==> config.mk <==
export PLATFORM = sky130hd
export DESIGN_NAME = fetch_unit
export DESIGN_NICKNAME = d
export VERILOG_FILES = /design/src/rtl/arm_pkg.sv /design/src/rtl/fetch_fifo.sv /design/src/rtl/fetch_unit.sv
export SDC_FILE = /design/constraint.sdc
export NUM_CORES = 1
export LEC_CHECK = 0
export ABC_AREA = 1
export BUFFER_PORTS_ARGS = -buffer_cell sky130_fd_sc_hd__buf_4
export CAP_MARGIN = 30
export CELL_PAD_IN_SITES_DETAIL_PLACEMENT = 2
export CELL_PAD_IN_SITES_GLOBAL_PLACEMENT = 2
export CORE_MARGIN = 5
export CORE_UTILIZATION = 30
export DETAILED_ROUTE_END_ITERATION = 12
export PLACE_DENSITY_LB_ADDON = 0.1
export SYNTH_ARGS = -nofsm -noshare
export SYNTH_HDL_FRONTEND = slang
export SYNTH_HIERARCHICAL = 1
export SYNTH_SLANG_ARGS = --single-unit
==> constraint.sdc <==
create_clock -name clk -period 20 [get_ports clk]
set_input_delay 2 -clock clk [delete_from_list [all_inputs] [get_ports clk]]
set_output_delay 2 -clock clk [all_outputs]
set_load 0.02 [all_outputs]
==> src/rtl/arm_pkg.sv <==
// Shared definitions for the ARM core front end.
//   WORD_W           - datapath / address width
//   PC_STEP          - byte distance between consecutive instruction words
//   PC_READ_OFFSET   - architectural PC read value is the instruction address plus this
//   DEFAULT_RESET_PC - default first fetch address
//   fetch_entry_t    - prefetch queue entry {pc, instr}
package arm_pkg;

  localparam int unsigned WORD_W           = 32;
  localparam logic [31:0] PC_STEP          = 32'd4;
  localparam logic [31:0] PC_READ_OFFSET   = 32'd8;
  localparam logic [31:0] DEFAULT_RESET_PC = 32'h0000_0000;

  typedef struct packed {
    logic [WORD_W-1:0] pc;
    logic [WORD_W-1:0] instr;
  } fetch_entry_t;

endpackage

==> src/rtl/fetch_fifo.sv <==
// In-order prefetch queue of fetch_entry_t.
//   clk, reset  - rising-edge clock, asynchronous active-high reset
//   push, wdata - write an entry (ignored when full with no simultaneous pop)
//   pop         - drop the head entry (ignored when empty)
//   flush       - discard all entries; wins over push/pop in the same cycle
//   head        - current head entry (all zero after reset)
//   count       - occupancy, 0..DEPTH
module fetch_fifo
  import arm_pkg::*;
#(
  parameter int unsigned DEPTH = 4
) (
  input  logic                     clk,
  input  logic                     reset,
  input  logic                     push,
  input  fetch_entry_t             wdata,
  input  logic                     pop,
  input  logic                     flush,
  output fetch_entry_t             head,
  output logic [$clog2(DEPTH):0]   count
);

  localparam int unsigned AW = $clog2(DEPTH);
  localparam int unsigned CW = AW + 1;

  fetch_entry_t  mem [DEPTH];
  logic [AW-1:0] rd_ptr;
  logic [AW-1:0] wr_ptr;
  logic          do_push;
  logic          do_pop;

  assign do_pop  = pop && (count != '0);
  assign do_push = push && ((count != CW'(DEPTH)) || do_pop);

  always_ff @(posedge clk or posedge reset) begin
    if (reset) begin
      rd_ptr <= '0;
      wr_ptr <= '0;
      count  <= '0;
      for (int unsigned i = 0; i < DEPTH; i++) mem[i] <= '0;
    end else if (flush) begin
      rd_ptr <= '0;
      wr_ptr <= '0;
      count  <= '0;
    end else begin
      if (do_push) begin
        mem[wr_ptr] <= wdata;
        wr_ptr      <= wr_ptr + 1'b1;
      end
      if (do_pop) rd_ptr <= rd_ptr + 1'b1;
      if (do_push && !do_pop)      count <= count + 1'b1;
      else if (!do_push && do_pop) count <= count - 1'b1;
    end
  end

  assign head = mem[rd_ptr];

endmodule

==> src/rtl/fetch_unit.sv <==
// Instruction fetch front end: issues word fetches, buffers returned words in
// an in-order prefetch queue and presents them with a valid/ready handshake.
// A redirect flushes the queue and all in-flight fetches and restarts at the
// (word-aligned) target.
//
// Optional feature: define FETCH_ALIGN_CHECK_EN to fault and halt on a
// redirect whose target is not word aligned (cleared only by reset).
//
// Ports:
//   clk, reset                    - clock, asynchronous active-high reset
//   imem_req/addr/gnt             - fetch request channel (accepted on req&gnt)
//   imem_rvalid/rdata             - in-order read responses
//   instr_valid/instr/instr_pc    - queue head
//   pc_plus8                      - instr_pc + 8
//   instr_ready                   - consumer pops the head on valid&ready
//   redirect, redirect_target     - taken branch and its destination
//   fetch_fault                   - sticky misaligned-target fault
module fetch_unit
  import arm_pkg::*;
#(
  parameter int unsigned DEPTH    = 4,
  parameter logic [31:0] RESET_PC = DEFAULT_RESET_PC
) (
  input  logic        clk,
  input  logic        reset,
  output logic        imem_req,
  output logic [31:0] imem_addr,
  input  logic        imem_gnt,
  input  logic        imem_rvalid,
  input  logic [31:0] imem_rdata,
  output logic        instr_valid,
  output logic [31:0] instr,
  output logic [31:0] instr_pc,
  output logic [31:0] pc_plus8,
  input  logic        instr_ready,
  input  logic        redirect,
  input  logic [31:0] redirect_target,
  output logic        fetch_fault
);

  localparam int unsigned CW = $clog2(DEPTH) + 1;
  // Back-to-back redirects against slow memory can leave more than DEPTH
  // fetches outstanding (live plus to-be-dropped), so these get headroom.
  localparam int unsigned IW = CW + 2;

  logic [31:0]   fetch_pc;
  logic [31:0]   rsp_pc;     // address the next kept response belongs to
  logic [CW-1:0] count;
  logic [IW-1:0] inflight;
  logic [IW-1:0] drop;
  logic [IW-1:0] inflight_nxt;
  logic [31:0]   target_al;
  logic          halted;
  logic          grant;
  logic          resp_drop;
  logic          push;
  logic          pop;
  logic          credit_ok;
  fetch_entry_t  head;
  fetch_entry_t  wdata;

`ifdef FETCH_ALIGN_CHECK_EN
  always_ff @(posedge clk or posedge reset) begin
    if (reset)                                            halted <= 1'b0;
    else if (redirect && (redirect_target[1:0] != 2'b00)) halted <= 1'b1;
  end
  assign fetch_fault = halted;
`else
  logic unused_target_bits;
  assign unused_target_bits = ^redirect_target[1:0];
  assign halted             = 1'b0;
  assign fetch_fault        = 1'b0;
`endif

  assign target_al    = {redirect_target[31:2], 2'b00};
  // Credits: queued plus live in-flight fetches (dropped ones free their slot).
  assign credit_ok    = ((IW'(count) + inflight - drop) < IW'(DEPTH)) && (inflight != '1);
  assign imem_req     = !reset && !halted && credit_ok;
  assign imem_addr    = fetch_pc;
  assign grant        = imem_req && imem_gnt;
  assign resp_drop    = imem_rvalid && (drop != '0);
  // A response landing in the redirect cycle belongs to the old stream.
  assign push         = imem_rvalid && (drop == '0) && !redirect;
  assign pop          = instr_valid && instr_ready;
  assign inflight_nxt = inflight + IW'(grant) - IW'(imem_rvalid);

  always_ff @(posedge clk or posedge reset) begin
    if (reset) begin
      fetch_pc <= RESET_PC;
      rsp_pc   <= RESET_PC;
      inflight <= '0;
      drop     <= '0;
    end else begin
      inflight <= inflight_nxt;
      if (redirect) begin
        fetch_pc <= target_al;
        rsp_pc   <= target_al;
        // Everything still outstanding after this cycle, including a fetch
        // granted right now, belongs to the abandoned stream.
        drop     <= inflight_nxt;
      end else begin
        if (grant)     fetch_pc <= fetch_pc + PC_STEP;
        if (push)      rsp_pc   <= rsp_pc + PC_STEP;
        if (resp_drop) drop     <= drop - 1'b1;
      end
    end
  end

  assign wdata = '{pc: rsp_pc, instr: imem_rdata};

  fetch_fifo #(
    .DEPTH (DEPTH)
  ) u_fifo (
    .clk   (clk),
    .reset (reset),
    .push  (push),
    .wdata (wdata),
    .pop   (pop),
    .flush (redirect),
    .head  (head),
    .count (count)
  );

  assign instr_valid = (count != '0);
  assign instr       = head.instr;
  assign instr_pc    = head.pc;
  assign pc_plus8    = head.pc + PC_READ_OFFSET;

endmodule

; ---- Word-level counts from Yosys, hierarchy flattened
; Cells that the tools add are included.
[totals]
inputBits = 70
word_cells = 82
reg_bits = 337
output_inout_bits = 131
[op_classes]
eq_ne = 2
mux = 19
bitwise_logic = 3
magnitude_cmp = 4
n_reduce_logical = 27
n_addsub = 12
[ops]
columns = op, n
row1 = $bwmux W256, 1
row2 = $mux W64, 3
row3 = $bmux W64 S2, 1
row4 = $demux W64 S2, 1
row5 = $mux W32, 4
row6 = $add A32 B3 Y32 const B, 2
row7 = $add A32 B4 Y32 const B, 1
row8 = $logic_and A1 B1 Y1, 12
row9 = $mux W5, 2
row10 = $reduce_bool A2 Y1, 5
row11 = $mux W3, 3
row12 = $mux W2, 4
row13 = $ge A3 B3 Y1 const B, 2
row14 = $not A2 Y3, 2
row15 = $reduce_bool A3 Y1, 2
row16 = $add A3 B5 Y5, 1
row17 = $add A5 B1 Y5, 1
row18 = $logic_not A5 Y1, 1
row19 = $lt A5 B3 Y1 const B, 1
row20 = $ne A5 B5 Y1 const B, 1
row21 = $reduce_bool A5 Y1, 1
row22 = $sub A5 B1 Y5, 1
row23 = $sub A5 B1 Y5 const B, 1
row24 = $sub A5 B5 Y5, 1
row25 = 9 further kinds, 13

; ---- Longest topological paths before layout
[depth]
ltp_word = 10
depth_mapped = 21
depth_no_buf = 20

; ---- Cells and area by module
; Netlist, hierarchy kept.
[modules_own_cells]
columns = module, n_inst, seq_area_each_um2, cells_each, area_per_inst_um2
row1 = fetch_fifo, 1, 6581.3, 1314, 12415.7
row2 = fetch_unit, 1, 1751.7, 989, 6206.0

; ---- Worst setup path after synthesis
; Ideal clock, no wire load.
[synth_timing]
path_kind = flip-flop to output port
from = register u_fifo.rd_ptr[0]
to = output port pc_plus8[27]
t_arrival_ns = 2.881
path_stages_with_launch = 12
path_buffers = 2
setup_slack_ns = 15.119
required_time_ns = 18.000
cell_sequence = dfrtp_1 > inv_1 > clkbuf_1 > clkbuf_1 > nor2_1 > o22ai_1 > ha_1 > nand2_1 > nor2_2 > nand2_1 > nor4_1 > xor2_1
[synth_via]
elab_chain_len = 5
[synth_rtl]
columns = element, line_no
row1 = from (decl), fetch_fifo.sv:27  ; logic [AW-1:0] rd_ptr;
row2 = from (signal assigned), fetch_fifo.sv:50  ; if (do_pop) rd_ptr <= rd_ptr + 1'b1;
row3 = $not A2 Y3 (implied by the code), fetch_fifo.sv:56  ; assign head = mem[rd_ptr];
row4 = $bmux W64 S2, fetch_fifo.sv:56
row5 = $mux W64 (implied by the code) (2 in a row), fetch_fifo.sv:56
row6 = via instr_pc[4], fetch_unit.sv:33  ; output logic [31:0] instr_pc,
row7 = $add A32 B4 Y32, fetch_unit.sv:127  ; assign pc_plus8 = head.pc + PC_READ_OFFSET;
row8 = to (decl), fetch_unit.sv:34  ; output logic [31:0] pc_plus8,
; The timed path passes the listed nets, and every way through them passes these cells. The select of a mux whose other input is x is not followed.

; ---- Worst setup path in the final report
[layout_timing]
from = register u_fifo.rd_ptr[0]
to = output port pc_plus8[23]
[layout_via]
elab_chain_len = 5
[layout_rtl]
columns = element, line_no
row1 = $not A2 Y3 (implied by the code), fetch_fifo.sv:56
row2 = $bmux W64 S2, fetch_fifo.sv:56
row3 = $mux W64 (implied by the code) (2 in a row), fetch_fifo.sv:56
row4 = $add A32 B4 Y32, fetch_unit.sv:127
; Every way passes these cells. The select of a mux whose other input is x is not followed.

==> metrics.yaml <==
run_status:
  status: "finished, final reports clean"
clock_network:
  cts_tree: "built"
  cts.hold.buffers_added: 0
  cts.sinks: 333
  htree_levels: 2
  postCtsSetupBuffers: 0
  clkTransAtPathRegs_ns: 0.05
  clock_latency_ns: 0.58
  cts_buffers: 45
  ctsLongestPathBuffers: 3
  post_cts_resized: 0
  ctsRootBufferMaster: "clkbuf_16"
global_route:
  grt.total_usage_pct: 19.04
  grt_max_degree: 111
  antenna_found_initial: 0
  gr-total-overflow: 0
  grt_pass1_wl_mm: 103.2
  grt_pass1_vias: 18039
setup_path:
  reg2reg_from: "u_fifo/count[2]$_DFFE_PP0P_"
  critical_path_required_ns: 18.00
  crit_family: "buffers and inverters"
  critPathMaxFanout: 66
  cp-end-kind: "output pin"
  rr_worst_depth: 19
  critPathMaxStageDelay_ns: 0.73
  crit_buf_inv: 4
  startpoint: "u_fifo/rd_ptr[0]$_DFFE_PP0P_"
  start_kind: "flip-flop"
  crit_chain: "inv_4 -> buf_4 -> o21ai_0 -> o22ai_1 -> ha_1 -> nand2_1 -> nor2_2 -> inv_1 -> nor3_1 -> xor2_1 -> buf_4"
  worstReg2RegEnd: "drop[4]$_DFFE_PP0P_"
  cpMaxStageDelayCell: "dfrtp_4"
  crit_top_cell: "buf_4"
  critical_path_class: "flip-flop to output pin"
  r2r_slack_ns: 15.07
  cp.arrival_ns: 5.04
finish:
  postLayoutCoreUtil_pct: 35.49
  seq_area_sq_um: 8341
  fillers: 7007
  fin_nets: 2535
  multi_input_area_sq_um: 8658
  n_antenna_cell: 0
  drive_gt1_share_pct: 20.61
  syn_to_final_growth_pct: 17.39
timing:
  post-route-min-period_ns: 7.041
  final_max_slew_viol_count: 0
  rsz0062_at_grt: "false"
  min_period_over_period_pct: 35.20
  whs_ns: 0.4752
  fin_worst_skew_ns: 0.02170
  slew_headroom_pct: 29.06
  tns_ns: 0
  tightest_slew_ns: 1.064
  finalSetupViolCount: 0
  fmax_mhz: 142.0
  hold_viol_final: 0
yosys:
  synth_most_common_cell: "nand2_1"
  netlist_area_sq_um: 18620
  ys_seq_elements: 333
  synth.avg_cell_area_sq_um: 8.086
  synth.largest_area_cell: "dfrtp_1"
  synth_edf_count: 0
  ys_seq_area_share_pct: 44.75
  yosysWarnings: 6
  synth_common_cells: "nand2_1 (659), dfrtp_1 (333), nor2_1 (248)"
  synthArstFlopShare_pct: 100.0
  yosys-top-cells-area: "dfrtp_1 (45%), nand2_1 (13%), o21ai_2 (8.5%), nor2_1 (5.0%), o21ai_0 (4.2%)"
  yosys.area.top_type_share_pct: 44.75
  synthCells: 2303
  synth_ff_type: "dfrtp_1"
  synth_cell_types: 42
routing:
  drtIter0Drc: 644
  drc_errors: 0
  wl_per_cell_um: 19.49
  drtPass1Iterations: 5
  ant_nets: 0
  vias: 16214
  wl_mm: 64.57
  vias_per_cell: 4.896
die:
  fp.dieH_um: 259.1
  coreArea_sq_um: 61600
  initial_core_util_pct: 30.23
  die_area_sq_um: 67150
  pin_count: 201
  rows: 91
  die_width_um: 259.1
pwr:
  cellPowerDensity_nw_per_um2: 133.9
  vdd_ir_drop_max_v: 0.00007168
  leakage_nw: 10.43
  power_mw: 2.927
flow_run:
  drv_cap: 0
hold_path:
  min_to: "u_fifo/mem[173]$_DFFE_PP0P_"
  hold_path.class: "flip-flop to flip-flop"
  min_path_cells: 2
  hp-start: "u_fifo/mem[173]$_DFFE_PP0P_"
placement:
  dp_hpwl_mm: 43.06
  io_buffer_count: 195
  gp_congestion: 0.7977
[layout by cell type, fill, tap and decap left out, drive strengths merged, types with 20 or more instances in the layout]
master	instances
buf	212
clkbuf	66
dfrtp	333
ha	20
inv	177
nand2	674
nand3	97
nor2	265
o21ai	414
o22ai	66
xor2	39
[per-stage QoR]
step	setup WS (ns)	instances	cell area (sq um)
after global placement	13.48	3226	20280
after CTS	12.80	3309	21780
after global routing	12.54	3312	21860
after floorplan	10.76	2307	18640
after detailed placement	13.44	3228	20330
final	12.96	3312	21860
[routing by layer]
layer  up-vias  track usage, %  wire length, um
li1       7772               -                -
met1      8183           25.50            29800
met2       190           33.21            31760
met3        69           2.743             1947
met4         0           3.596             1058
met5         -               0                0
[layout make-up]
class	instances	share of cell area (%)
flip-flops and latches	333	38.15
multi-input cells	1672	39.61
well taps	837	4.791
clock buffers	66	5.924
inverters	177	3.091
clock inverters	15	0.6926
repair buffers	212	7.739
[registers in the layout, indices dropped and copies added (netlist names)]
name	count
drop	5
imem_addr	30
inflight	5
rsp_pc	30
u_fifo/count	3
u_fifo/mem	256
u_fifo/rd_ptr	2
u_fifo/wr_ptr	2
[logic make-up (layout without fill, tap and decap cells)]
group                    after synthesis  count (layout)  share of synthesized area (%)
AO/OA/AOI/OAI                        513             513                          18.09
XOR/XNOR                              55              55                          2.587
adder cells (fa/ha/maj)               24              24                          1.774
buffers and inverters                302             470                          8.930
flip-flops                           333             333                          44.75
other                                  1               5                        0.02014
AND/OR/NAND/NOR                     1075            1075                          23.85
[worst max-delay path by stage]
stage	to	cells after the start
2_1_floorplan	u_fifo/count[0]$_DFFE_PP0P_	1
3_3_place_gp	pc_plus8[23]	11
3_5_place_dp	pc_plus8[23]	11
4_1_cts	pc_plus8[23]	11
5_1_grt	pc_plus8[23]	11
6_report	pc_plus8[23]	11
[tightest hold or removal path: stages, from the launching register on]
cell	delay, ns
dfrtp_1	0.33
nand2_1	0.06
o21ai_2	0.05
[power breakdown]
part	leakage, nW	internal, mW	switching [mW]
clock	0.719	0.474	0.318
combinational	5.21	0.443	0.789
sequential	4.51	0.774	0.129
(Power assumes the default switching activity.)
